===== src/rtl/imem_loader.sv =====
// imem_loader
//   Byte-stream program loader for the instruction memory of the single-cycle
//   RISC-V core. A frame is: length byte N (words), 4*N data bytes (each word
//   LSB first), then one check byte chosen so the XOR of every frame byte is 0.
//   Assembled words are written through a one-cycle write strobe. The core is
//   held in reset until a frame has loaded and its check byte verified.
//
// Ports
//   clk          in   system clock, rising edge
//   reset        in   asynchronous active-high reset
//   start        in   one-cycle pulse, starts a frame from IDLE/DONE/ERR
//   byte_in      in   [7:0] stream byte
//   byte_valid   in   byte_in valid this cycle
//   byte_ready   out  loader accepts a byte this cycle (LEN/DATA/CHECK)
//   imem_we      out  instruction-memory write strobe, one cycle per word
//   imem_addr    out  [ADDR_W-1:0] word address of the write
//   imem_wdata   out  [31:0] assembled instruction word
//   core_reset   out  core reset, high until a successful load
//   busy         out  frame in progress (LEN/DATA/CHECK)
//   done         out  last frame loaded and verified
//   error        out  last frame rejected
//   dbg_state    out  [2:0] current FSM state, for observation only
//
// Handshake: a byte transfers on a rising clk edge where byte_valid and
// byte_ready are both high. byte_ready depends only on the FSM state, never on
// byte_valid, so the sender may hold byte_valid high for one byte per cycle.
module imem_loader #(
  parameter int ADDR_W = 6
) (
  input  logic              clk,
  input  logic              reset,
  input  logic              start,
  input  logic [7:0]        byte_in,
  input  logic              byte_valid,
  output logic              byte_ready,
  output logic              imem_we,
  output logic [ADDR_W-1:0] imem_addr,
  output logic [31:0]       imem_wdata,
  output logic              core_reset,
  output logic              busy,
  output logic              done,
  output logic              error,
  output logic [2:0]        dbg_state
);

  // One extra bit so that N = 2^ADDR_W words can be counted without wrapping.
  localparam int CW    = ADDR_W + 1;
  localparam int MAX_N = 1 << ADDR_W;

  typedef enum logic [2:0] {
    S_IDLE  = 3'd0,
    S_LEN   = 3'd1,
    S_DATA  = 3'd2,
    S_CHECK = 3'd3,
    S_DONE  = 3'd4,
    S_ERR   = 3'd5
  } state_t;

  state_t              state_q, state_d;
  logic [CW-1:0]       n_q, n_d;
  logic [CW-1:0]       word_cnt_q, word_cnt_d;
  logic [1:0]          byte_cnt_q, byte_cnt_d;
  logic [7:0]          xor_q, xor_d;
  logic [31:0]         asm_q, asm_d;
  logic                we_q, we_d;
  logic [ADDR_W-1:0]   addr_q, addr_d;
  logic [31:0]         wdata_q, wdata_d;
  logic                core_reset_q, busy_q, done_q, error_q;
  logic                accept;

  assign byte_ready = (state_q == S_LEN) || (state_q == S_DATA) || (state_q == S_CHECK);
  assign accept     = byte_valid && byte_ready;

  always_comb begin
    state_d    = state_q;
    n_d        = n_q;
    word_cnt_d = word_cnt_q;
    byte_cnt_d = byte_cnt_q;
    xor_d      = xor_q;
    asm_d      = asm_q;
    we_d       = 1'b0;
    addr_d     = addr_q;
    wdata_d    = wdata_q;
    case (state_q)
      S_IDLE, S_DONE, S_ERR: begin
        if (start) begin
          state_d    = S_LEN;
          word_cnt_d = '0;
          byte_cnt_d = '0;
          xor_d      = '0;
        end
      end
      S_LEN: begin
        if (accept) begin
          xor_d = xor_q ^ byte_in;
          // Truncation is safe: out-of-range lengths go to ERR and never use n_q.
          n_d   = CW'(byte_in);
          if (byte_in == 8'h00) begin
            state_d = S_CHECK;
          end else if (32'(byte_in) > MAX_N) begin
            state_d = S_ERR;
          end else begin
            state_d = S_DATA;
          end
        end
      end
      S_DATA: begin
        if (accept) begin
          xor_d                            = xor_q ^ byte_in;
          asm_d[{byte_cnt_q, 3'b000} +: 8] = byte_in;
          byte_cnt_d                       = byte_cnt_q + 2'd1;
          if (byte_cnt_q == 2'd3) begin
            // The 4th byte goes straight into the write data so the strobe
            // lands the cycle after it is accepted.
            we_d       = 1'b1;
            addr_d     = word_cnt_q[ADDR_W-1:0];
            wdata_d    = {byte_in, asm_q[23:0]};
            word_cnt_d = word_cnt_q + CW'(1);
            if (word_cnt_q == n_q - CW'(1)) begin
              state_d = S_CHECK;
            end
          end
        end
      end
      S_CHECK: begin
        if (accept) begin
          state_d = ((xor_q ^ byte_in) == 8'h00) ? S_DONE : S_ERR;
        end
      end
      default: state_d = S_IDLE;
    endcase
  end

  always_ff @(posedge clk or posedge reset) begin
    if (reset) begin
      state_q      <= S_IDLE;
      n_q          <= '0;
      word_cnt_q   <= '0;
      byte_cnt_q   <= '0;
      xor_q        <= '0;
      asm_q        <= '0;
      we_q         <= 1'b0;
      addr_q       <= '0;
      wdata_q      <= '0;
      core_reset_q <= 1'b1;
      busy_q       <= 1'b0;
      done_q       <= 1'b0;
      error_q      <= 1'b0;
    end else begin
      state_q      <= state_d;
      n_q          <= n_d;
      word_cnt_q   <= word_cnt_d;
      byte_cnt_q   <= byte_cnt_d;
      xor_q        <= xor_d;
      asm_q        <= asm_d;
      we_q         <= we_d;
      addr_q       <= addr_d;
      wdata_q      <= wdata_d;
      // Status is registered from the next state so the core reset is a clean
      // flop output rather than a decode of the state bits.
      core_reset_q <= (state_d != S_DONE);
      busy_q       <= (state_d == S_LEN) || (state_d == S_DATA) || (state_d == S_CHECK);
      done_q       <= (state_d == S_DONE);
      error_q      <= (state_d == S_ERR);
    end
  end

  assign imem_we    = we_q;
  assign imem_addr  = addr_q;
  assign imem_wdata = wdata_q;
  assign core_reset = core_reset_q;
  assign busy       = busy_q;
  assign done       = done_q;
  assign error      = error_q;
  assign dbg_state  = state_q;

endmodule

===== config.mk =====
export PLATFORM = sky130hd
export DESIGN_NAME = imem_loader
export DESIGN_NICKNAME = d
export VERILOG_FILES = /design/src/rtl/imem_loader.sv
export SDC_FILE = /design/constraint.sdc
export NUM_CORES = 1
export LEC_CHECK = 0
export CORE_AREA = 8 8 156 85
export CTS_BUF_LIST = sky130_fd_sc_hd__clkbuf_8
export DETAILED_ROUTE_END_ITERATION = 6
export DIE_AREA = 0 0 164 93
export HOLD_SLACK_MARGIN = 0.06
export PLACE_DENSITY = 0.71
export SKIP_CTS_REPAIR_TIMING = 1
export SLEW_MARGIN = 20
export SYNTH_ARGS = -nofsm -noshare
export SYNTH_HDL_FRONTEND = slang
export SYNTH_SLANG_ARGS = --single-unit

===== constraint.sdc =====
create_clock -name clk -period 5.35 [get_ports clk]
set_input_delay 0.8025 -clock clk [delete_from_list [all_inputs] [get_ports clk]]
set_output_delay 0.8025 -clock clk [all_outputs]
set_load 0.01 [all_outputs]

* After elaboration in Yosys (flattened, before gate mapping)
Cells that the tools add are included.
** Storage, ports and cells
- Output and inout port bits :: 47
- Input bits :: 12
- Bits in registers :: 102
** Operators by class
- Shifts and indexed selects :: 2
- Equality and inequality tests :: 17
- Reduce and logical (&&, ||, !) cells :: 18
- Muxes and demuxes :: 24
- Add/subtract/negate cells :: 4
- Order comparisons :: 1
- Bitwise gates (word level) :: 1
** Operator list (count)
- $bwmux 32 :: 1
- $shift 8x7->32 const A :: 1
- $shiftx 8x7->32 :: 1
- $mux 3 :: 8
- $mux 7 :: 3
- $logic_not 8->1 :: 2
- $mux 8 :: 2
- $pmux 8 s2 :: 1
- $pmux 7 s2 :: 1
- $eq 3x2->1 const B :: 4
- $eq 3x3->1 const B :: 4
- $pmux 3 s4 :: 1
- $reduce_and 3->1 :: 3
- $gt 8x7->1 const B :: 1
- $xor 8x8->8 :: 1
- $add 7x1->7 const B :: 1
- $eq 7x7->1 :: 1
- $neg 5->7 :: 1
- $sub 7x1->7 const B :: 1
- $eq 3x1->1 const B :: 2
- $logic_or 1x1->1 :: 4
- $mux 1 :: 4
- $mux 2 :: 2
- $ne 2x1->1 const B :: 2
- 12 further kinds :: 15

* Depth between registers and ports, before layout
Gate-level depths: netlist of run 1.
- Depth in word-level cells :: 9
- Depth in mapped cells :: 9
- Depth with buffers taken out :: 7

* Least setup slack after synthesis of run 1
Ideal clock, no wire load.
- Path type :: input to register
- From :: in byte_in[3]
- To :: reg error_q (netlist: error)
- Cell stages on the path :: 6
- Slack :: 3274 ps
- Arrival :: 1998 ps
- Cell sequence :: clkbuf_1 -> nor4_2 -> a211o_1 -> a21oi_1 -> o32a_1 -> a21oi_1
** Between the ends
- Cells in the longest elaborated chain, start to end :: 6
- Elaborated cells on any way between the ends :: 11
** Ends and longest elaborated chain
- start: declaration :: RTL line 33 : input logic [7:0] byte_in,
- $gt 8x7->1 or $xor 8x8->8 (tied branches) :: RTL line 100, 127
- $mux 3 or $logic_not 8->1 (tied branches) :: RTL line 100, 127
- $mux 3 or $mux 1 (tied branches) :: RTL line 98, 127
- $mux 3, on equally long branches :: RTL line 94, 126
- $pmux 3 s4 * :: RTL line 84 : case (state_q)
- $eq 3x3->1 * :: RTL line 164 : error_q <= (state_d == S_ERR);
- end signal: assignment :: RTL line 164
- end: declaration :: RTL line 68 : logic core_reset_q, busy_q, done_q, error_q;
Every way passes the cells marked *; elsewhere a longest branch is shown, timed or not.
A chain may end at the register's enable or synchronous reset.

* Final worst setup path of run 1
- From :: in byte_valid
- To :: reg wdata_q[26] (netlist: imem_wdata[26])
** Between the ends
- Cells in the longest elaborated chain, start to end :: 2
** Ends and longest elaborated chain
- start: declaration :: RTL line 34 : input logic byte_valid,
- $logic_and 1x1->1 :: RTL line 72 : assign accept = byte_valid && byte_ready;
- $reduce_and 3->1 (no line)
- end signal: assignment :: RTL line 158 : wdata_q <= wdata_d;
- end: declaration :: RTL line 67 : logic [31:0] wdata_q, wdata_d;
Every way passes these cells.

==> results.toml, run 1 <==
[outcome]
outcome = "completed"

[layout]
layout-drive-gt1-share_pct = 15.9
fillCellCount = 1046
num_antenna_cells = 0
layout_common_cells = "dfrtp_1 (93), nand2_1 (75), clkdlybuf4s50_1 (58)"
ff_latch_area_um2 = 2350
nNetsFinal = 461
fin_util_pct = 45.9
postLayoutCellArea_um2 = 5160
multi_input_area_um2 = 1830
layout-area-overhead-vs-synth_pct = 20.2
fin_cells = 597
final_common_cell = "dfrtp_1"

[timing]
fmax_mhz = 339
tns_ps = 0
period_minus_slack_ps = 2950
worst_slew_pin_slew_ps = 951
hold_violations = 0
layout_worst_path_cycle_share_pct = 55.2
slew_viol_final = 0
setup_ws_ps = 2400
maxSlewHeadroom_pct = 36.5
setup_viol_count_final = 0
whs_ps = 490
fin_skew_ps = 11.3
rsz0062_at_grt = "false"

[die]
start_util_pct = 38.2
design.core.area_um2 = 11200
die_h_um = 93
die-area_um2 = 15300
die_x_um = 164
rows = 28
io_pins = 59

[synthesis]
synthArstFlopShare_pct = 100
synthAdderAreaFrac_pct = 2.04
syn-num-nets = 414
synth.avg_cell_area_um2 = 10.9
synth_mux_area_share_pct = 11.3
synth-edff-count = 0
synth_top_family_by_area = "simple AND/OR/NAND/NOR gates"
synth_flop_cell = "dfrtp_1"
synth.distinct_cells = 48
synth_warnings = 0
post_synth_xor_area_fraction_pct = 5.71
synth_area_um2 = 4300
synthCells = 395
yosys.area_share.simple_pct = 14.2
synth-compound-area-share_pct = 9.23
ys_seq_elements = 94
ys_seq_area_share_pct = 54.8

[clock_network]
cts_tree = "yes"
cts.path.max_buffers = 2
clk_root_buffer_cell = "clkbuf_8"
clkTransAtPathRegs_ps = 100
htreeDepth = 3
clock_latency_ps = 370
clock-sinks = 94
cts_buffers = 9

[critical_path]
cp-start-kind = "input port"
worst-path-max-fanout = 24
cp_data_required_time_ps = 5600
cp-end-kind = "flop"
worst-setup-path-type = "in2reg"
r2r-start = "dbg_state[1]$_DFF_PP0_"
startpoint = "byte_valid"
crit_arrival_ps = 3200

[route]
initialDrtViolationCount = 250
drc = 0
drt-wirelength-per-cell_um = 17.5
wirelength_mm = 10.5
via_per_inst = 5.23
drtPass1Iterations = 4
ant_nets = 0
via_count = 3125

[global_route]
antenna_found_initial = 0
grt_overflow_total = 0
grt_pass1_vias = 3213
grt_util_all_layers_pct = 14.4
grt_max_degree = 56
grt_pass1_wl_mm = 17.3

[min_path]
hold_class = "reg2reg"
min_from = "asm_q[14]$_DFFE_PP0P_"

[power_and_ir_drop]
power_mw = 1.89
peakVddDrop_mv = 0.220
powerDensity_nw_per_um2 = 367
leakage_nw = 2.26

[place]
port_buffers = 58
place_area_um2 = 4980
place_hpwl_mm = 7.41
dpl.cell_count = 581
gp_congestion = 0.826
dp_slack_ps = 1980

[flow_run]
cap_violations = 0
## registers in the layout, indices dropped and copies added, names as in the netlist
register / cells
n_q: 7
asm_q: 24
error: 1
dbg_state: 3
busy: 1
byte_cnt_q: 2
xor_q: 8
core_reset: 1
imem_wdata: 32
done: 1
imem_addr: 6
imem_we: 1
word_cnt_q: 7
## cells in the mapped netlist, types with 5 or more instances
cell type	instances	area, um^2
ha_1	7	87.6
clkbuf_1	18	67.6
dfrtp_1	93	2330
nor2_1	15	56.3
inv_1	6	22.5
nand2_1	75	282
a21oi_1	8	40.0
xnor2_1	14	123
mux2_2	43	484
xor2_1	14	123
nand3b_1	5	37.5
o21ai_0	40	200
## cells by family (layout without fill, tap and decap cells)
group	Yosys count	in the layout
AND/OR/NAND/NOR	127	127
flip-flops	94	94
AO/OA/AOI/OAI	66	66
multiplexers	43	43
buffers and inverters	30	82
XOR/XNOR	28	28
adder cells (fa/ha/maj)	7	7
## report_power, final
group          internal [mW]  switching [mW]
clock network          0.175           0.267
registers              0.813           0.120
logic                  0.236           0.284
total                   1.22           0.671
## cell type report
| cell class | count | share of cell area [%] |
|---|---|---|
| Sequential cell | 94 | 45.6 |
| Timing Repair Buffer | 59 | 11.4 |
| Tap cell | 150 | 3.64 |
| Inverter | 7 | 0.533 |
| Multi-Input combinational cell | 271 | 35.4 |
| Clock inverter | 7 | 1.09 |
| Clock buffer | 9 | 2.40 |
## metal layers
metal,global-route usage (%),wire (um)
met1,19.7,4900
met2,21.5,4370
met3,5.00,1020
met4,3.83,159
met5,0,0
## critical path: stages
cell	delay [ps]
clkdlybuf4s50_1	740
and4bb_2	380
nand2_2	410
inv_2	470
mux2_2	390
## path summary, 6_finish.rpt
kind	end	slack, ps	cells past startpoint
max	imem_wdata[26]$_DFFE_PP0P_	2400	5
min	asm_q[14]$_DFFE_PP0P_	490	2
max reg2reg	imem_wdata[26]$_DFFE_PP0P_	2840	4
min reg2reg	asm_q[14]$_DFFE_PP0P_	490	2
max in group asynchronous	core_reset$_DFF_PP1_	3360	3
min in group asynchronous	imem_wdata[14]$_DFFE_PP0P_	930	2
(Power assumes the default switching activity.)
==> inputs of run 2 (changes only) <==
==> constraint.sdc (replaced) <==
create_clock -name clk -period 2.9 [get_ports clk]
set_input_delay 0.435 -clock clk [delete_from_list [all_inputs] [get_ports clk]]
set_output_delay 0.435 -clock clk [all_outputs]
set_load 0.01 [all_outputs]
==> results.toml, run 2 (same netlist as run 1, synthesis figures left out) <==
[clock_network]
clock-sinks = 94
clock_latency_ps = 380
clkTransAtPathRegs_ps = 100
htreeDepth = 3
cts_tree = "yes"
cts.path.max_buffers = 2
clk_root_buffer_cell = "clkbuf_8"
cts_buffers = 9

[global_route]
antenna_found_initial = 0
grt_pass1_wl_mm = 17.2
busiest_layer = "met1"
grt_overflow_total = 0
use_met2_pct = 20.0
grtUsageMet1_pct = 20.6
grt_pass1_vias = 3159
grt_use_met3_pct = 6.71
grt_max_degree = 41
grt_util_all_layers_pct = 14.5

[timing]
period_minus_slack_ps = 2280
layout_worst_path_cycle_share_pct = 78.6
rsz0062_at_grt = "false"
maxSlewHeadroom_pct = 57.0
fin_skew_ps = 10.6
tns_ps = 0
fmax_mhz = 439
worst_slew_pin_slew_ps = 639
setup_viol_count_final = 0
hold_violations = 0
slew_viol_final = 0

[power_and_ir_drop]
switchingPower_mw = 1.21
seqPwrFrac_pct = 46.8
leakage_nw = 2.35
switching_share_pct = 33.0
power_mw = 3.65
pwr-share-comb_pct = 26.9
internal-power_mw = 2.45
powerDensity_nw_per_um2 = 688
clockPowerShare_pct = 26.3
peakVddDrop_mv = 0.338

[flow_run]
cap_violations = 0

[die]
design.core.area_um2 = 11200
die-area_um2 = 15300
start_util_pct = 38.2
die_x_um = 164
rows = 28
io_pins = 59
die_h_um = 93

[route]
initialDrtViolationCount = 270
drc = 0
drt-wirelength-per-cell_um = 16.8
via_count = 3094
via_per_inst = 5.07
drtPass1Iterations = 4
ant_nets = 0
wirelength_mm = 10.3

[critical_path]
cp-end-kind = "output pin"
worst-setup-path-type = "reg2out"
r2r_end = "done$_DFF_PP0_"
worst-path-max-fanout = 10
r2r_slack_ps = 900
r2r-start = "n_q[0]$_DFFE_PP0P_"
cp-start-kind = "flop"
cp_data_required_time_ps = 2470
endpoint = "byte_ready"
crit_arrival_ps = 1840
startpoint = "dbg_state[1]$_DFF_PP0_"
rr_worst_depth = 7

[place]
gp_congestion = 0.795
port_buffers = 58
place_hpwl_mm = 7.46
place_area_um2 = 5090

[layout]
largest_reg_flops = 32
final_common_cell = "dfrtp_1"
postLayoutCellArea_um2 = 5310
fillCellCount = 997
multi_input_area_um2 = 1830
layout-drive-gt1-share_pct = 18.3
num_antenna_cells = 0
nNetsFinal = 474
layout_common_cells = "dfrtp_1 (93), nand2_1 (75), clkdlybuf4s50_1 (58)"
layout-area-overhead-vs-synth_pct = 23.7
ff_latch_area_um2 = 2350

[outcome]
outcome = "completed"

[min_path]
hold_class = "in2async"
==> run 2: power groups by stage <==
| stage | clock network [mW] | registers [mW] | logic (mW) |
|---|---|---|---|
| floorplan | 0 | 1.66 | 0.707 |
| global placement | 0 | 1.72 | 0.947 |
| detailed placement | 0 | 1.73 | 0.980 |
| CTS | 0.990 | 1.71 | 0.988 |
| global route | 1.04 | 1.75 | 1.11 |
| finish | 0.959 | 1.71 | 0.984 |
==> run 2: how the worst min path moves through the flow <==
stage	from	slack [ps]	cells past startpoint	to
2_1_floorplan	asm_q[19]$_DFFE_PP0P_	440	2	asm_q[19]$_DFFE_PP0P_
3_3_place_gp	asm_q[17]$_DFFE_PP0P_	460	2	asm_q[17]$_DFFE_PP0P_
3_5_place_dp	asm_q[23]$_DFFE_PP0P_	470	2	asm_q[23]$_DFFE_PP0P_
4_1_cts	reset	370	2	asm_q[10]$_DFFE_PP0P_
5_1_grt	reset	380	2	asm_q[9]$_DFFE_PP0P_
6_report	reset	370	2	asm_q[10]$_DFFE_PP0P_
==> run 2: cell type report <==
cell class / count / share of cell area [%]
Clock buffer: 9 / 2.33
Clock inverter: 7 / 1.84
Inverter: 7 / 0.518
Multi-Input combinational cell: 271 / 34.4
Sequential cell: 94 / 44.3
Tap cell: 150 / 3.53
Timing Repair Buffer: 72 / 13.1
==> run 2: metrics by stage <==
step | setup WS (ps) | hold slack (ps) | instances | util (%)
floorplan | 18.0 | 444 | 395 | -
detailed placement | 491 | 468 | 594 | 45.3
CTS | 600 | 370 | 610 | 47.3
global route | 499 | 384 | 610 | 47.3
global placement | 532 | 457 | 594 | 45.3
finish | 620 | 372 | 610 | 47.3
==> run 2: critical path: stages (launching register included) <==
cell,delay (ps)
dfrtp_1,560
buf_4,230
nor2_1,50
nor2_1,90
clkdlybuf4s50_1,550
==> run 2: per-layer routing <==
metal  up-vias  share of wire (%)
met4         0               0.24
met5         -                  0
met3         4                9.9
met2       100                 40
li1       1467                  -
met1      1523                 49
